--- src/rtl/uart_pkg.sv ---
// Shared encodings for the memory-mapped UART transmitter: register offsets,
// STATUS bit positions and transmit FSM states.
package uart_pkg;

    localparam logic [1:0] REG_TXDATA = 2'd0;
    localparam logic [1:0] REG_STATUS = 2'd1;
    localparam logic [1:0] REG_CTRL   = 2'd2;

    localparam int ST_FULL    = 0;
    localparam int ST_EMPTY   = 1;
    localparam int ST_BUSY    = 2;
    localparam int ST_OVF     = 3;
    localparam int ST_CNT_LSB = 4;

    typedef enum logic [1:0] {
        IDLE  = 2'd0,
        START = 2'd1,
        DATA  = 2'd2,
        STOP  = 2'd3
    } tx_state_e;

endpackage

--- src/rtl/sync_fifo.sv ---
// Small synchronous FIFO; push lands on the next edge, dout shows the head combinationally.
// A push while full is accepted only when a pop happens in the same cycle, otherwise dropped.
module sync_fifo #(
    parameter int WIDTH = 8,
    parameter int DEPTH = 4
) (
    input  logic                     clk,
    input  logic                     reset,
    input  logic                     push,
    input  logic                     pop,
    input  logic [WIDTH-1:0]         din,
    output logic [WIDTH-1:0]         dout,
    output logic                     full,
    output logic                     empty,
    output logic [$clog2(DEPTH):0]   count
);
    localparam int AW = $clog2(DEPTH);
    localparam int CW = AW + 1;

    logic [WIDTH-1:0] mem_q [DEPTH];
    logic [AW-1:0]    rd_ptr_q, wr_ptr_q;
    logic [CW-1:0]    count_q;
    logic             do_push, do_pop;

    assign full    = (count_q == CW'(DEPTH));
    assign empty   = (count_q == '0);
    assign count   = count_q;
    assign dout    = mem_q[rd_ptr_q];
    assign do_pop  = pop && !empty;
    assign do_push = push && (!full || do_pop);

    always_ff @(posedge clk or negedge reset) begin
        if (!reset) begin
            rd_ptr_q <= '0;
            wr_ptr_q <= '0;
            count_q  <= '0;
        end else begin
            if (do_push) wr_ptr_q <= wr_ptr_q + AW'(1);
            if (do_pop)  rd_ptr_q <= rd_ptr_q + AW'(1);
            if (do_push && !do_pop)      count_q <= count_q + CW'(1);
            else if (do_pop && !do_push) count_q <= count_q - CW'(1);
        end
    end

    // Storage needs no reset: only entries behind valid pointers are ever read.
    always_ff @(posedge clk) begin
        if (do_push) mem_q[wr_ptr_q] <= din;
    end

endmodule

--- src/rtl/uart_tx_mmio.sv ---
// CPU-store-driven UART transmitter: bytes written to TXDATA are queued and sent as 8N1 frames.
// tx falls two edges after a store into an idle empty queue; stores to a full queue are dropped and flag overflow.
module uart_tx_mmio
    import uart_pkg::*;
#(
    parameter logic [31:0] BASE_ADDR    = 32'h0000_2000,
    parameter int          CLKS_PER_BIT = 868,
    parameter int          DEPTH        = 4
) (
    input  logic        clk,
    input  logic        reset,
    input  logic        MemWrite,
    input  logic [31:0] Mem_WrAddr,
    input  logic [31:0] Mem_WrData,
    output logic        sel,
    output logic [31:0] rd_data,
    output logic        tx
);
    localparam int CNT_W = $clog2(CLKS_PER_BIT);

    tx_state_e          state_q, state_d;
    logic [CNT_W-1:0]   cnt_q, cnt_d;
    logic [2:0]         bit_q, bit_d;
    logic [7:0]         shift_q, shift_d;
    logic               tx_q, tx_d;
    logic               ovf_q, ovf_d;

    logic [1:0]           offset;
    logic                 wr_txdata, wr_ctrl, pop, tick;
    logic [7:0]           fifo_dout;
    logic                 fifo_full, fifo_empty;
    logic [$clog2(DEPTH):0] fifo_count;
    logic                 unused_bits;

    assign offset      = Mem_WrAddr[3:2];
    assign sel         = (Mem_WrAddr[31:4] == BASE_ADDR[31:4]);
    assign wr_txdata   = MemWrite && sel && (offset == REG_TXDATA);
    assign wr_ctrl     = MemWrite && sel && (offset == REG_CTRL);
    assign pop         = (state_q == IDLE) && !fifo_empty;
    assign tick        = (cnt_q == CNT_W'(CLKS_PER_BIT - 1));
    assign tx          = tx_q;
    assign unused_bits = ^{Mem_WrAddr[1:0], Mem_WrData[31:8]};

    sync_fifo #(
        .WIDTH (8),
        .DEPTH (DEPTH)
    ) u_fifo (
        .clk   (clk),
        .reset (reset),
        .push  (wr_txdata),
        .pop   (pop),
        .din   (Mem_WrData[7:0]),
        .dout  (fifo_dout),
        .full  (fifo_full),
        .empty (fifo_empty),
        .count (fifo_count)
    );

    always_ff @(posedge clk or negedge reset) begin
        if (!reset) begin
            state_q <= IDLE;
            cnt_q   <= '0;
            bit_q   <= '0;
            shift_q <= '0;
            tx_q    <= 1'b1;
            ovf_q   <= 1'b0;
        end else begin
            state_q <= state_d;
            cnt_q   <= cnt_d;
            bit_q   <= bit_d;
            shift_q <= shift_d;
            tx_q    <= tx_d;
            ovf_q   <= ovf_d;
        end
    end

    always_comb begin
        state_d = state_q;
        cnt_d   = cnt_q;
        bit_d   = bit_q;
        shift_d = shift_q;
        tx_d    = 1'b1;

        if (state_q != IDLE) cnt_d = tick ? '0 : cnt_q + CNT_W'(1);

        unique case (state_q)
            IDLE: begin
                cnt_d = '0;
                if (pop) begin
                    state_d = START;
                    shift_d = fifo_dout;
                end
            end
            START: begin
                if (tick) begin
                    state_d = DATA;
                    bit_d   = '0;
                end
            end
            DATA: begin
                if (tick) begin
                    shift_d = {1'b0, shift_q[7:1]};
                    if (bit_q == 3'd7) state_d = STOP;
                    else               bit_d   = bit_q + 3'd1;
                end
            end
            STOP: begin
                if (tick) state_d = IDLE;
            end
            default: state_d = IDLE;
        endcase

        // tx is driven from the next state so the pin itself comes straight from a flop.
        unique case (state_d)
            START:   tx_d = 1'b0;
            DATA:    tx_d = shift_d[0];
            default: tx_d = 1'b1;
        endcase
    end

    // Overflow set takes priority over a CTRL clear in the same cycle.
    always_comb begin
        ovf_d = ovf_q;
        if (wr_ctrl && Mem_WrData[0])           ovf_d = 1'b0;
        if (wr_txdata && fifo_full && !pop)     ovf_d = 1'b1;
    end

    always_comb begin
        rd_data = '0;
        if (sel && offset == REG_STATUS) begin
            rd_data[ST_FULL]                   = fifo_full;
            rd_data[ST_EMPTY]                  = fifo_empty;
            rd_data[ST_BUSY]                   = (state_q != IDLE);
            rd_data[ST_OVF]                    = ovf_q;
            rd_data[ST_CNT_LSB+3:ST_CNT_LSB]   = 4'(fifo_count);
        end
    end

endmodule

--- config.mk ---
export PLATFORM = sky130hd
export DESIGN_NAME = uart_tx_mmio
export DESIGN_NICKNAME = d
export VERILOG_FILES = /design/src/rtl/uart_pkg.sv /design/src/rtl/sync_fifo.sv /design/src/rtl/uart_tx_mmio.sv
export SDC_FILE = /design/constraint.sdc
export NUM_CORES = 1
export LEC_CHECK = 0
export ABC_AREA = 1
export BUFFER_PORTS_ARGS = -buffer_cell sky130_fd_sc_hd__buf_2
export CAP_MARGIN = 30
export CORE_MARGIN = 8
export CORE_UTILIZATION = 44
export DETAILED_ROUTE_END_ITERATION = 7
export PLACE_DENSITY = 0.7
export SYNTH_ARGS = -nofsm -noshare
export SYNTH_HDL_FRONTEND = slang
export SYNTH_HIERARCHICAL = 1
export SYNTH_SLANG_ARGS = --single-unit
--- constraint.sdc ---
create_clock -name clk -period 4.9 [get_ports clk]
set_input_delay 0 -clock clk [delete_from_list [all_inputs] [get_ports clk]]
set_output_delay 0 -clock clk [all_outputs]
set_load 0.005 [all_outputs]
* Word level (Yosys, flattened, before mapping) *
Memories as Yosys holds them, arrays and structs flattened.
Cells that the tools add are included.

operators by class
  muxes and demuxes = 24
  equal/unequal tests = 15
  add/subtract/negate cells = 6
  reduce and logical (&&, ||, !) cells = 29

operators by type and width
  kind                     number
  $mux W10                 3
  $eq A28 B10 Y1 const B   1
  $mux W8                  2
  $pmux W8 S2              1
  $mux W3                  5
  $logic_and A1 B1 Y1      12
  $reduce_bool A2 Y1       6
  $add A10 B1 Y10 const B  1
  $eq A10 B10 Y1 const B   1
  $mux W2                  5
  $eq A2 B2 Y1 const B     4
  $ne A2 B2 Y1 const B     4
  $pmux W2 S4              1
  $mux W7                  1
  $add A3 B1 Y3 const B    2
  $eq A2 B1 Y1 const B     3
  $eq A3 B3 Y1 const B     2
  $pmux W3 S2              1
  $logic_not A1 Y1         5
  $add A2 B1 Y2 const B    2
  $logic_not A2 Y1         2
  $mux W1                  4
  $reduce_and A4 Y1        1
  $logic_not A3 Y1         1
  4 further kinds          4

storage, ports and cells
  bits in writable memories = 32
  bits in registers = 32
  input port bits = 67
  logic and storage cells = 85
  memories kept = 1
  output and inout bits = 34

memory list
  name          words  width  rd ports  clocked after memory_dff  write ports  line             source
  u_fifo.mem_q  4      8      1         0                         1            sync_fifo.sv:20  logic [WIDTH-1:0] mem_q [DEPTH];

* Longest topological paths before layout *
  depth in word-level cells = 10
  gate-level depth with buffers = 17

* By module *
The synthesis kept the hierarchy.

by module, submodules not included
  module        seq. area each (um2)  cells an instance  area an instance (um2)  instances
  uart_tx_mmio  626.9                 224                1740.4                  1
  sync_fifo     1136.1                147                1692.9                  1

* Worst setup path before layout *
OpenSTA, ideal clock, no wires.

  path kind = register to register
  start = register u_fifo.count_q[0], in the netlist u_fifo/count[0]
  end = register u_fifo.count_q[2], in the netlist u_fifo/count[2]
  clock period less this slack = 2.203 ns
  arrival time = 2.086 ns
  path slack = 2.697 ns
  path buffers = 1
  stages on the path, launching flop included = 17
  data required time = 4.783 ns
  setup time = 0.117 ns
  path through = dfrtp_1 -> nor2_2 -> nand2_1 -> inv_1 -> nor2_2 -> buf_4 -> inv_1 -> nand3_2 -> nand2_2 -> inv_1 -> ha_1 -> inv_1 -> fa_1 -> nand2_1 -> nand3_1 -> nand2_1 -> nand2_1

between the ends
  longest elaborated chain between the ends = 9

ends and longest elaborated chain
  item                                 line                source
  start: declaration                   sync_fifo.sv:22     logic [CW-1:0] count_q;
  start signal: assignment             sync_fifo.sv:40     if (do_push && !do_pop) count_q <= count_q + CW'(1);
  start signal: assignment             sync_fifo.sv:41     else if (do_pop && !do_push) count_q <= count_q - CW'(1);
  $logic_not A3 Y1 *                   sync_fifo.sv:26     assign empty = (count_q == '0);
  net fifo_empty                       uart_tx_mmio.sv:31  logic fifo_full, fifo_empty;
  $logic_not A1 Y1 *                   uart_tx_mmio.sv:39  assign pop = (state_q == IDLE) && !fifo_empty;
  $logic_and A1 B1 Y1 *                uart_tx_mmio.sv:39
  net pop                              uart_tx_mmio.sv:29  logic wr_txdata, wr_ctrl, pop, tick;
  $logic_and A1 B1 Y1 *                sync_fifo.sv:29     assign do_pop = pop && !empty;
  $logic_or A1 B1 Y1 *                 sync_fifo.sv:30     assign do_push = push && (!full || do_pop);
  $logic_and A1 B1 Y1 *                sync_fifo.sv:30
  net u_fifo.do_push                   sync_fifo.sv:23     logic do_push, do_pop;
  $logic_not A1 Y1                     sync_fifo.sv:41
  $logic_and A1 B1 Y1                  sync_fifo.sv:41
  $reduce_bool A2 Y1 (no source line)  n/a

Mark *: on every way through the listed nets, which the timed path passes. The rest lies on a longest branch. The select of a mux whose other input is x is not followed.
A chain may end at the register's enable or synchronous reset.

* Worst setup path after layout *
  start = register u_fifo.count_q[0], in the netlist u_fifo/count[0]
  end = register u_fifo.count_q[2], in the netlist u_fifo/count[2]

between the ends
  longest elaborated chain between the ends = 9

ends and longest elaborated chain
  item                                 line
  $logic_not A3 Y1 *                   sync_fifo.sv:26
  net fifo_empty                       uart_tx_mmio.sv:31
  $logic_not A1 Y1 *                   sync_fifo.sv:29, uart_tx_mmio.sv:39
  $logic_and A1 B1 Y1                  uart_tx_mmio.sv:39
  $logic_and A1 B1 Y1 *                sync_fifo.sv:29
  $logic_or A1 B1 Y1 *                 sync_fifo.sv:30
  $logic_and A1 B1 Y1 *                sync_fifo.sv:30
  net u_fifo.do_push                   sync_fifo.sv:23
  $logic_not A1 Y1                     sync_fifo.sv:41
  $logic_and A1 B1 Y1                  sync_fifo.sv:41
  $reduce_bool A2 Y1 (no source line)  n/a

Marked as above.

==> summary.txt <==
Clocking
  – Quantity of hold-fixing buffers added after cts: 11
  – Number of post-CTS setup repair buffers: 0
  – Clock latency reported for the late side of the worst-skew pair: 0.34 ns
  – CTS tree: done
  – Buffer cell driving the clock tree root: clkbuf_8
  – H-Tree Level Count: 3
  – Maximum root-to-sink buffer count: 2
  – Reg clk slew, reported paths: 0.07 ns
  – Number of cells upsized or downsized after cts: 0
  – Number of clock sinks seen by CTS: 64
  – Clock buffer count from CTS: 9

Timing
  – Highest Clock Rate: around 0.36 GHz
  – Headroom to the max-slew limit: 47.38%
  – Pin slew with the least headroom to its limit: 0.7864 ns
  – Post-route worst setup slack: ~2.2 ns
  – Total negative slack: 0 ns
  – Final number of max-transition violations: 0
  – Worst-case hold slack: 0.02619 ns
  – RSZ-0062 raised after global routing: false
  – Final worst clock skew: 0.008264 ns
  – Number of setup violations in the final report: 0
  – Final clock period utilization by the worst path: between 50 and 60%
  – Final number of hold-violating endpoints: 0
  – Post-layout min period: 2.749 ns

Power and ir drop
  – Sequential fraction of design power: 57.0%
  – Worst VDD drop: 0.0001878 V
  – Switching power of the nets: 224.7 uW
  – Total leakage power: 0.001773 uW
  – Final Power: 991.1 uW
  – Share of total power in combinational logic: 3.9%
  – Clock network fraction of design power: 39.1%
  – Sw frac: 22.67%
  – Internal cell power: ~770 uW
  – Pwr Density: 251.9 nW/um^2

Place
  – Routability-driven placement congestion ratio: 0.7494
  – I/O Buffers: 49
  – Worst setup slack before clock tree synthesis: about 2.2 ns
  – Post-DP HPWL: about 4.8 mm

Hold path
  – Beginning of the worst hold path: Mem_WrAddr[2]
  – Cell depth of the worst hold path: 5
  – Hold WC Path Type: input port to register
  – Hold Path End: ovf_q$_DFFE_PN0P_

Worst setup path
  – Length in cells of the worst reg-to-reg path: 15
  – Flop-to-flop setup slack: 2.15 ns
  – Path type of the worst setup path: register to register
  – Crit path launch type: register
  – Largest fanout on the critical path: 15
  – Critical path data arrival time: slightly below 3 ns
  – Reg-to-reg startpoint: u_fifo/count[0]$_DFFE_PN0P_
  – Endpoint of the worst-slack reg-to-reg timing path: u_fifo/count[2]$_DFFE_PN0P_
  – Required time at the endpoint of the critical path: around 5.1 ns
  – Element type at the critical path end: register

Detailed routing
  – Number of design rule violations left after detail routing: 0
  – Total via count after detailed routing: 2522
  – First drt pass iteration count: 5
  – Average wire length per cell after detail routing: 11.91 microns
  – Total wire length after detailed routing: 6.466 mm
  – Per-cell via count in the routed design: about 4.6
  – Number of DRC markers after the initial detailed-route iteration: 80
  – Post-DRT Antenna Nets: 0

Finish
  – Most frequent cells in the layout: nor2_1 (65), nand2_1 (62), buf_2 (49), inv_1 (38), edfxtp_1 (32)
  – Share of post-route cells with drive strength above 1: 22.00%
  – Combined area of the multi-input logic cells: 1358 sq um
  – Commonest non-fill, non-tap cell in the layout: nor2_1
  – Fill cells: between 700 and 800
  – Number of diodes added for antenna fixing: 0
  – Final design utilization: 51.46%
  – Storage element area: 1763 sq um
  – Nets: 512
  – Synth-to-Final Area Change: 14.61%

Global routing
  – Global route overflow: 0
  – GR Util All Layers: 12.60%
  – Maximum number of pins on one net before global-route repair: 33
  – Antenna violations before repair: 0
  – Via count of the first global-routing pass: 2633
  – First-pass GRT wire length: 11.56 mm

Synthesis
  – Area fraction of the dominant cell type after synthesis: 27.99%
  – Most area-hungry cell type in the Yosys netlist: edfxtp_1
  – Count of different cell masters after synthesis: 37
  – Post-Synthesis Cell Area: 3433 sq um
  – Leading post-synthesis cells by cell area: edfxtp_1 (28%), dfrtp_1 (23%), nor2_1 (7.1%)
  – Number of cells produced by synthesis: 371
  – Count of state elements after synthesis: 64
  – Proportion of synthesized chip area in sequential cells: 51.35%
  – Warnings from Yosys: 6
  – Per-instance average area after synthesis: 9.254 sq um

Floorplan
  – Die width: 104.3 microns
  – Number of top-level pins: 101
  – Die ar.: 10890 sq um
  – Initial Utilization: 44.90%
  – Floorplan die height: 104.3 microns
  – Core area: between 7000 and 8000 sq um
  – Number of cell rows: 32

Status
  – Status: finished clean

Run
  – Maximum Capacitance Violations: 0
[sequential cells by signal, indices dropped and copies added (netlist names)]
name and flops:
u_fifo/rd_ptr_q 2, state_q 2, ovf_q 1, u_fifo/count 3, u_fifo/wr_ptr_q 2, cnt_q 10
shift_q 8, bit_q 3, u_fifo/mem_q 32, tx 1
[stage by stage]
step | cell area (sq um) | instances
global route | 3935 | 543
CTS | 3935 | 543
global placement | 3656 | 516
finish | 3935 | 543
floorplan | 3523 | 395
detailed placement | 3656 | 516
[synth_stat cells, drive strengths merged]
library cell  number
nor2              78
nand2             72
inv               42
edfxtp            32
dfrtp             31
buf               30
o21ai             27
nand3             17
ha                 8
nand4              6
a21oi              5
o221ai             5
nor3               4
xor2               4
nand3b             2
a211oi             1
and3               1
conb               1
dfstp              1
fa                 1
nor4               1
o211ai             1
xnor2              1
[cell type report]
cell class              count  share of cell area (%)
clock inverters             7                   1.145
multi-input cells         259                   34.50
clock buffers               9                   3.148
inverters                  42                   4.134
well taps                 102                   3.243
repair buffers             60                   9.030
flip-flops and latches     64                   44.80
[kinds of logic (layout without fill, tap and decap cells)]
family	Yosys count	in the layout	share of synthesized area, %
buffers and inverters	72	118	11.73
other	1	25	0.1092
xor gates and xnor gates	5	5	1.275
adders and majority gates	9	9	3.499
DFF	64	64	51.35
and+or+nand+nor	181	181	25.55
AOI/OAI and AO/OA	39	39	6.487
[layer usage]
metal | routed length, microns | track usage [%]
met4 | 42 | 2.999
met5 | 0 | 0
met2 | 3444 | 22.81
met3 | 382 | 5.081
met1 | 2597 | 13.21
[worst max path at each step]
stage / end / slack, ns / startpoint
after floorplan: u_fifo/count[2]$_DFFE_PN0P_ / 2.70 / u_fifo/count[0]$_DFFE_PN0P_
after global placement: u_fifo/count[2]$_DFFE_PN0P_ / 2.24 / u_fifo/count[0]$_DFFE_PN0P_
after detailed placement: u_fifo/count[2]$_DFFE_PN0P_ / 2.17 / u_fifo/count[0]$_DFFE_PN0P_
after CTS: u_fifo/count[2]$_DFFE_PN0P_ / 2.13 / u_fifo/count[0]$_DFFE_PN0P_
after global routing: u_fifo/count[2]$_DFFE_PN0P_ / 1.89 / u_fifo/count[0]$_DFFE_PN0P_
final: u_fifo/count[2]$_DFFE_PN0P_ / 2.15 / u_fifo/count[0]$_DFFE_PN0P_
[power groups by stage]
stage	sequential (uW)	clock [uW]	combinational [uW]
2_1_floorplan	576	0	22.8
3_3_place_gp	576	0	31.0
3_5_place_dp	576	0	32.2
4_1_cts	565	401	38.2
5_1_grt	564	420	45.2
6_report	565	388	38.6
[worst max-delay path, cell delays in order, from the launching register on]
cell and delay, ns:
dfrtp_1 0.48, nor2_2 0.08, nand2_1 0.14, inv_1 0.10, nor2_2 0.49, inv_1 0.11
nand3_2 0.13, nand2_2 0.11, inv_1 0.08, ha_1 0.16, inv_1 0.06, fa_1 0.38
nand2_1 0.10, nand3_1 0.08, nand2_1 0.07, nand2_1 0.06
Power figures use the tool's default switching activity.
